**src/rtl/serial_adder_pkg.sv**
```systemverilog
// Shared definitions for the bit-serial adder: FSM encoding and counter sizing.
// The bit counter runs 0..WIDTH-1, so it needs $clog2(WIDTH) bits.
package serial_adder_pkg;

    typedef enum logic [1:0] {
        ST_IDLE  = 2'd0,
        ST_SHIFT = 2'd1,
        ST_DONE  = 2'd2
    } state_t;

    localparam int DEFAULT_WIDTH = 8;
    localparam int DEFAULT_CNT_W = $clog2(DEFAULT_WIDTH);

    function automatic int cnt_width(input int width);
        return $clog2(width);
    endfunction

endpackage

```
**src/rtl/fa_bit.sv**
```systemverilog
// One-bit full adder: sum is the XOR of the inputs, carry is their majority.
module fa_bit (
    input  logic a,
    input  logic b,
    input  logic cin,
    output logic sum,
    output logic c
);

    assign sum = a ^ b ^ cin;
    assign c   = (a & b) | (a & cin) | (b & cin);

endmodule

```
**src/rtl/serial_adder_ctrl.sv**
```systemverilog
// Bit-serial adder: captures a, b, cin on start, adds one bit per cycle LSB
// first, then pulses done with the registered sum and carry-out.
module serial_adder_ctrl
    import serial_adder_pkg::*;
#(
    parameter int WIDTH = DEFAULT_WIDTH
) (
    input  logic             clk,
    input  logic             rst_n,
    input  logic             start,
    input  logic [WIDTH-1:0] a,
    input  logic [WIDTH-1:0] b,
    input  logic             cin,
    output logic             busy,
    output logic             done,
    output logic [WIDTH-1:0] sum,
    output logic             cout
);

    localparam int               CNT_W    = cnt_width(WIDTH);
    localparam logic [CNT_W-1:0] LAST_CNT = CNT_W'(WIDTH - 1);

    state_t           state_r;
    state_t           next_state_s;
    logic [WIDTH-1:0] a_r;
    logic [WIDTH-1:0] b_r;
    logic [WIDTH-1:0] sum_r;
    logic             carry_r;
    logic             cout_r;
    logic [CNT_W-1:0] cnt_r;
    logic             busy_r;
    logic             done_r;
    logic             fa_sum_s;
    logic             fa_c_s;

    fa_bit u_fa_bit (
        .a   (a_r[0]),
        .b   (b_r[0]),
        .cin (carry_r),
        .sum (fa_sum_s),
        .c   (fa_c_s)
    );

    // Next-state decode; start is only looked at in IDLE.
    always_comb begin
        next_state_s = state_r;
        case (state_r)
            ST_IDLE: begin
                if (start) begin
                    next_state_s = ST_SHIFT;
                end else begin
                    next_state_s = ST_IDLE;
                end
            end
            ST_SHIFT: begin
                if (cnt_r == LAST_CNT) begin
                    next_state_s = ST_DONE;
                end else begin
                    next_state_s = ST_SHIFT;
                end
            end
            ST_DONE: next_state_s = ST_IDLE;
            default: next_state_s = ST_IDLE;
        endcase
    end

    // State, datapath and registered status outputs.
    always_ff @(posedge clk) begin
        if (!rst_n) begin
            state_r <= ST_IDLE;
            a_r     <= '0;
            b_r     <= '0;
            sum_r   <= '0;
            carry_r <= 1'b0;
            cout_r  <= 1'b0;
            cnt_r   <= '0;
            busy_r  <= 1'b0;
            done_r  <= 1'b0;
        end else begin
            state_r <= next_state_s;
            busy_r  <= (next_state_s == ST_SHIFT);
            done_r  <= (next_state_s == ST_DONE);
            case (state_r)
                ST_IDLE: begin
                    if (start) begin
                        a_r     <= a;
                        b_r     <= b;
                        carry_r <= cin;
                        cnt_r   <= '0;
                        sum_r   <= '0;
                    end
                end
                ST_SHIFT: begin
                    // Sum bits enter at the MSB so the LSB lands in bit 0 after WIDTH shifts.
                    a_r     <= {1'b0, a_r[WIDTH-1:1]};
                    b_r     <= {1'b0, b_r[WIDTH-1:1]};
                    sum_r   <= {fa_sum_s, sum_r[WIDTH-1:1]};
                    carry_r <= fa_c_s;
                    cnt_r   <= cnt_r + CNT_W'(1);
                    if (cnt_r == LAST_CNT) begin
                        cout_r <= fa_c_s;
                    end
                end
                default: begin
                end
            endcase
        end
    end

    assign busy = busy_r;
    assign done = done_r;
    assign sum  = sum_r;
    assign cout = cout_r;

endmodule

```
**config.mk**
```make
export PLATFORM = sky130hd
export DESIGN_NAME = serial_adder_ctrl
export DESIGN_NICKNAME = d
export VERILOG_FILES = /design/src/rtl/serial_adder_pkg.sv /design/src/rtl/fa_bit.sv /design/src/rtl/serial_adder_ctrl.sv
export SDC_FILE = /design/constraint.sdc
export NUM_CORES = 1
export LEC_CHECK = 0
export CORE_MARGIN = 5
export CORE_UTILIZATION = 54
export CTS_CLUSTER_DIAMETER = 100
export CTS_CLUSTER_SIZE = 16
export DETAILED_ROUTE_END_ITERATION = 10
export DONT_BUFFER_PORTS = 1
export PLACE_DENSITY = 0.77
export SLEW_MARGIN = 20
export SYNTH_ARGS = -nofsm -noshare
export SYNTH_HDL_FRONTEND = slang
export SYNTH_SLANG_ARGS = --single-unit
```
**constraint.sdc**
```tcl
create_clock -name clk -period 1.5 [get_ports clk]
set_input_delay 0.15 -clock clk [delete_from_list [all_inputs] [get_ports clk]]
set_output_delay 0.15 -clock clk [all_outputs]
set_load 0.03 [all_outputs]
```
## After elaboration in Yosys (flattened, before gate mapping)

Cells that the tools add are included.

- Eq/ne operators: 5
- Multiplexer cells: 13
- Reduce and logical (&&, ||, !) cells: 4
- Bitwise gates (word level): 7
- Add/subtract/negate cells: 1

Operator list:

| operator | number |
|---|---|
| $pmux 8 s2 | 3 |
| $mux 8 | 3 |
| $pmux 3 s2 | 1 |
| $eq 2x1->1 const B | 2 |
| $pmux 2 s2 | 1 |
| $reduce_and 2->1 | 2 |
| $add 3x1->3 const B | 1 |
| $and 1x1->1 | 3 |
| $eq 3x3->1 const B | 1 |
| $mux 3 | 1 |
| $eq 2x2->1 const B | 1 |
| $logic_not 2->1 | 1 |
| $mux 1 | 2 |
| $mux 2 | 1 |
| $ne 2x2->1 const B | 1 |
| $or 1x1->1 | 2 |
| $pmux 1 s2 | 1 |
| $reduce_bool 2->1 | 1 |
| $xor 1x1->1 | 2 |

- Output and inout bits: 11
- Bits of input ports: 20
- Bits in registers: 33
- Logic and storage cells: 39

## Depth between registers and ports, before layout

Gate-level depths: netlist of the first run.

- Depth after elaboration: 4
- Depth in mapped cells: 6
- Mapped depth without buffers: 5

## Modules after synthesis

From an unflattened synthesis of the first run, not the netlist that was laid out.

- Cells, all modules: 141
- Area, all modules: 1,353.8 µm²

Modules (own cells, without submodules):

| module | seq. area each (µm²) | area each (µm²) | instances | cells an instance |
|---|---|---|---|---|
| serial_adder_ctrl | 660.6 | 1,333.8 | 1 | 140 |
| fa_bit | 0.0 | 20.0 | 1 | 1 |

## Worst setup path before layout of the first run

No wires, ideal clock.

- Path kind: reg-to-reg
- From: register b_r[0]
- To: register sum_r[7] (netlist: sum[7])
- Stages on the path, launching flop included: 4
- Arrival time: 1,048 ps
- Path buffers: 0
- Library setup time: 92 ps
- Path slack: 360 ps
- Data required time: 1,408 ps
- Period minus slack after synthesis: 1,140 ps
- Path through: dfxtp_1 -> inv_1 -> fa_1 -> o32ai_1

- Longest elaborated chain between the ends: 3

Ends and longest elaborated chain:

| item | line | text |
|---|---|---|
| start, declared | serial_adder_ctrl.sv:26 | `logic [WIDTH-1:0] b_r;` |
| start signal, assigned | serial_adder_ctrl.sv:96 | `b_r <= {1'b0, b_r[WIDTH-1:1]};` |
| $xor 1x1->1 (2 in series) | fa_bit.sv:10 | `assign sum = a ^ b ^ cin;` |
| $pmux 8 s2 | serial_adder_ctrl.sv:83 | `case (state_r)` |
| end signal, assigned | serial_adder_ctrl.sv:97 | `sum_r <= {fa_sum_s, sum_r[WIDTH-1:1]};` |
| end, declared | serial_adder_ctrl.sv:27 | `logic [WIDTH-1:0] sum_r;` |

Every way passes these cells.
A chain may end at the register's enable or synchronous reset.

==> results.toml, run 1 <==
[placed_design]
place_inst = 165
dp_hpwl_mm = 1.91
place.port_buffers = 0
routabilityCongestion = 0.722

[timing]
min_period_ns = 1.25
hold_viol = 0
slew_headroom_pct = 60.7
fin_skew_ns = 0.00646
tns_ns = 0
slew_violations = 0
fmax_ghz = 0.801
setup_viol_count_final = 0
finalCritPeriodShare_pct = 83.3
rsz0062_at_grt = "no"
tightestPinTransition_ns = 0.588

[setup_path]
max_stage_delay_ns = 0.91
path_class = "input port to flip-flop"
cp_cell_sequence = "dlygate4sd3_1 -> o21ai_0 -> a221oi_1"
cp-end-kind = "flip-flop"
cp_num_buf_inv = 1
cp.arrival_ns = 1.50
required_ns = 1.75
critical_path.slowest_cell = "dlygate4sd3_1"
crit_fanout = 17
critical_path.top_delay_family = "buffers and inverters"
cp-start-kind = "input port"

[detailed_routing]
drt_pre_antenna_iters = 4
wl_per_cell_um = 14.9
drcViolationCount = 0
viasPerCell = 5.73
drtIter0Drc = 20
ant_nets = 0
routed_wl_mm = 2.63
vias = 1009

[pwr]
power.leakage_nw = 0.594
ir_drop_mv = 1.02
power.density_nw_per_um2 = 1250

[synthesis]
synth_nets = 163
synth_area_leaders = "dfxtp_1, a211oi_2, mux2i_1, nor2_2, nand2_1"
synth.distinct_cells = 28
synth_seq_cells = 33
synth.largest_area_cell = "dfxtp_1"
synth_area_um2 = 1480
syn_area_per_cell_um2 = 10.6
yosys_warnings = 0
synth_cells = 140
yosysSeqAreaShare_pct = 44.6
synth_top_area_share_pct = 44.6

[die]
dieArea_um2 = 3890
die_h_um = 62.4
start_util_pct = 55.2
die_w_um = 62.4
num_rows = 19
core_um2 = 2690
io-pin-count = 31

[final_layout]
fillers = 233
final_common_cell = "dfxtp_1"
fin_cells = 176
final_cell_mix = "dfxtp_1, nand2_1, mux2i_1"
nets = 167
n_antenna_cell = 0
final_layout_size_suffix_gt1_share_pct = 30.3
syn2layout_area_growth_pct = 8.19

[clock_tree]
clock_latency_ns = 0.33
cts-buffers-inserted = 5
cts_sinks = 33
cts_max_level = 2
cts_setup_buffers = 0
cts_tree = "built"
clockRootBuffer = "clkbuf_4"
clk_path_buf_depth = 2
clk_transition_reported_paths_ns = 0.10

[hold_path]
min_path_type = "input port to flip-flop"

[global_routing]
grt_pass1_wl_mm = 4.51
antenna_found_initial = 0
grt_overflow_total = 0
grt_pass1_vias = 998
grt_max_degree = 22
grt_use_total_pct = 14.5

[job]
drv_cap = 0

[status]
outcome = "finished clean"
## worst paths after layout
check        startpoint       end  slack [ns]  cells after the start
max               rst_n   carry_r        0.25                      3
min               start    a_r[7]        0.02                      2
max reg2reg     carry_r    sum[7]        0.26                      3
min reg2reg    cnt_r[2]  cnt_r[2]        0.46                      2
## cells in the mapped netlist
cell type / count
a211oi_2: 14
a21oi_1: 1
a221oi_1: 1
a311oi_1: 1
and2b_1: 1
buf_12: 2
buf_2: 3
buf_4: 1
buf_6: 3
clkbuf_1: 3
dfxtp_1: 33
fa_1: 1
ha_1: 2
inv_1: 5
mux2_2: 1
mux2i_1: 15
nand2_1: 15
nand2b_1: 1
nand3_1: 2
nor2_1: 2
nor2_2: 14
nor2b_1: 1
nor3_1: 4
o21ai_0: 1
o21ai_1: 2
o21ba_1: 1
o22ai_1: 9
o32ai_1: 1
## timing repair
| action | 4_1_cts | 5_1_grt |
|---|---|---|
| hold buffers | 3 | 0 |
| endpoints found under the hold margin | 12 | 0 |
| gates resized for setup | 0 | 0 |
## power breakdown
| group | internal, mW | switching, mW | total [mW] | leakage, nW |
|---|---|---|---|---|
| Clock | 0.516 | 0.293 | 0.809 | 0.0552 |
| Sequential | 0.925 | 0.0408 | 0.965 | 0.271 |
| Combinational | 0.105 | 0.126 | 0.231 | 0.268 |
| Total | 1.55 | 0.460 | 2.01 | 0.594 |
## layout make-up
cell class	count	area, µm²	area share [%]
well taps	31	38.8	2.42
multi-input cells	90	696	43.4
repair buffers	9	87.6	5.46
inverters	5	18.8	1.17
clock inverters	3	65.1	4.06
clock buffers	5	37.5	2.34
flip-flops and latches	33	661	41.2
## flip-flops by register name, summed over array words and instances, names as in the netlist
signal and flops:
sum 8, carry_r 1, busy 1, done 1
a_r 8, cnt_r 3, state_r 2, b_r 8
cout 1
## stage by stage
stage	power, mW	area (µm²)	hold slack [ns]	util [%]	setup WS (ns)
2_1_floorplan	1.19	1480	0.300	-	0.360
5_1_grt	2.11	1600	0.0181	59.7	0.162
3_3_place_gp	1.19	1470	0.296	54.8	0.325
3_5_place_dp	1.21	1470	0.300	54.8	0.292
4_1_cts	2.03	1600	0.0131	59.7	0.254
6_report	2.01	1600	0.0222	59.7	0.251
## kinds of logic (layout without fill, tap and decap cells)
logic type                 after synthesis  count (layout)  share of synthesized area (%)
adders and majority gates                3               3                           3.04
and+or+nand+nor                         40              40                           13.6
AOI/OAI and AO/OA                       31              31                           19.4
DFF                                     33              33                           44.6
muxes                                   16              16                           10.9
buffers and inverters                   17              22                           8.52
## per-layer routing
metal	share of wire [%]	up-vias	track usage [%]	wire length, µm
met5	0	-	0	0
met4	1.2	0	4.77	32
met3	5.4	4	6.83	142
met2	50	19	23.8	1330
met1	43	478	16.4	1130
li1	-	508	-	-
No activity file was read; power rests on OpenSTA's default activity.
==> inputs of run 2 (changes only) <==
--- a/config.mk
+++ b/config.mk
@@ -11,7 +11,7 @@
 export CTS_CLUSTER_SIZE = 16
 export DETAILED_ROUTE_END_ITERATION = 10
 export DONT_BUFFER_PORTS = 1
-export PLACE_DENSITY = 0.77
+export PLACE_DENSITY = 0.8
 export SLEW_MARGIN = 20
 export SYNTH_ARGS = -nofsm -noshare
 export SYNTH_HDL_FRONTEND = slang
==> constraint.sdc (replaced) <==
create_clock -name clk -period 1.1 [get_ports clk]
set_input_delay 0.11 -clock clk [delete_from_list [all_inputs] [get_ports clk]]
set_output_delay 0.11 -clock clk [all_outputs]
set_load 0.03 [all_outputs]
==> run 2 against run 1 <==
Net effect: the flow now finishes with violations (negative hold slack, negative setup slack); combinational power rose by 82%; critical endpoint is now sum[7]; global-route usage rose by 1.4 points; highest routed layer unchanged; largest cell class unchanged; cell area rose by 17%.
==> results.toml, run 2 (synthesized netlist as in run 1, its figures left out) <==
[clock_tree]
cts_max_level = 2
cts-buffers-inserted = 5
clock_latency_ns = 0.32
clockRootBuffer = "clkbuf_4"
cts_sinks = 33
clk_transition_reported_paths_ns = 0.09
cts_tree = "built"
clk_path_buf_depth = 2

[setup_path]
r2r_end = "sum[7]"
path_class = "flip-flop to flip-flop"
worstRegToRegCells = 3
reg2reg_setup_slack_ns = -0.03
cp.arrival_ns = 1.33
crit_fanout = 2
cp-end-kind = "flip-flop"
crit-reg2reg-launch = "carry_r"
cp-start-kind = "flip-flop"
required_ns = 1.30

[detailed_routing]
drt_pre_antenna_iters = 4
wl_per_cell_um = 15.9
drcViolationCount = 0
viasPerCell = 5.64
ant_nets = 0
vias = 1089
drtIter0Drc = 28
routed_wl_mm = 3.07

[hold_path]
min_from = "rst_n"
hold_depth = 2
whs_endpoint = "cnt_r[1]"
min_path_type = "input port to flip-flop"

[timing]
fin_skew_ns = 0.00574
min_period_ns = 1.13
slew_violations = 0
setup_viol_count_final = 3
hold_viol = 11
fmax_ghz = 0.884
rsz0062_at_grt = "yes"
fin_ws_ns = -0.0307
finalCritPeriodShare_pct = 103
tns_ns = -0.0586
tightestPinTransition_ns = 0.399
slew_headroom_pct = 73.4
holdWs_ns = -0.0841

[status]
violations = "negative hold slack, negative setup slack"
outcome = "finished, violations left"

[final_layout]
syn2layout_area_growth_pct = 26.9
fin_cells = 193
final_layout_size_suffix_gt1_share_pct = 53.1
nets = 185
n_antenna_cell = 0
utilization_pct = 70.1
final_cell_mix = "dfxtp_1, buf_4, nand2_1"
final_common_cell = "dfxtp_1"

[die]
io-pin-count = 31
dieArea_um2 = 3890
start_util_pct = 55.2
core_um2 = 2690
die_h_um = 62.4
num_rows = 19
die_w_um = 62.4

[pwr]
power.leakage_nw = 0.696
ir_drop_mv = 0.846
power.density_nw_per_um2 = 1280

[global_routing]
grt_overflow_total = 0
grt_pass1_wl_mm = 4.91
grt_use_total_pct = 15.9
grt_pass1_vias = 1114
antenna_found_initial = 0
grt_max_degree = 19

[placed_design]
dp_hpwl_mm = 2.09
dp_slack_ns = -0.0972
place_inst = 181
routabilityCongestion = 0.713
place.port_buffers = 0

[job]
drv_cap = 0
[run 2: how the worst max path moves through the flow]
stage	startpoint	to	slack, ns	cells after the start
floorplan	state_r[0]	b_r[3]	-0.03	6
global placement	state_r[0]	b_r[0]	-0.05	4
detailed placement	b_r[0]	sum[7]	-0.1	3
CTS	carry_r	sum[7]	-0.03	3
global route	state_r[1]	cout	-0.07	4
finish	carry_r	sum[7]	-0.03	3
[run 2: critical path, stage by stage, from the launching register on]
cell     delay, ns
dfxtp_2       0.34
inv_2         0.04
fa_2          0.56
o32ai_2       0.07
[run 2: per-stage QoR]
step	total power [mW]	instance area, µm²
after floorplan	1.64	1510
after global placement	1.69	1650
after detailed placement	1.71	1650
after CTS	2.39	1780
after global routing	2.53	1880
final	2.41	1880
[run 2: layer usage]
| metal | up-vias | wire, µm | GRT usage [%] |
|---|---|---|---|
| met5 | - | 0 | 0 |
| met4 | 0 | 78 | 9.02 |
| met3 | 7 | 159 | 6.29 |
| met2 | 24 | 1590 | 26.3 |
| met1 | 524 | 1230 | 17.0 |
| li1 | 534 | - | - |
[run 2: layout make-up]
class,count,area (µm²)
clock buffer,7,55.1
tap,31,38.8
fill,195,805
timing repair buffer,27,255
sequential,33,671
multi-input combinational,90,841
inverter,5,21.3
[run 2: repair_timing]
| action | 4_1_cts | 5_1_grt |
|---|---|---|
| hold buffers | 2 | 1 |
| hold endpoints to repair | 12 | 13 |
| buffers inserted | 1 | 1 |
| gates resized for setup | 17 | 16 |
| pin swaps | 1 | 6 |
| setup endpoints to repair | 27 | 25 |
[run 2: power by group]
part	total (mW)	internal (mW)	switching (mW)
clock network	0.674	0.301	0.372
logic	0.421	0.212	0.209
registers	1.32	1.26	0.0578
total	2.41	1.78	0.639
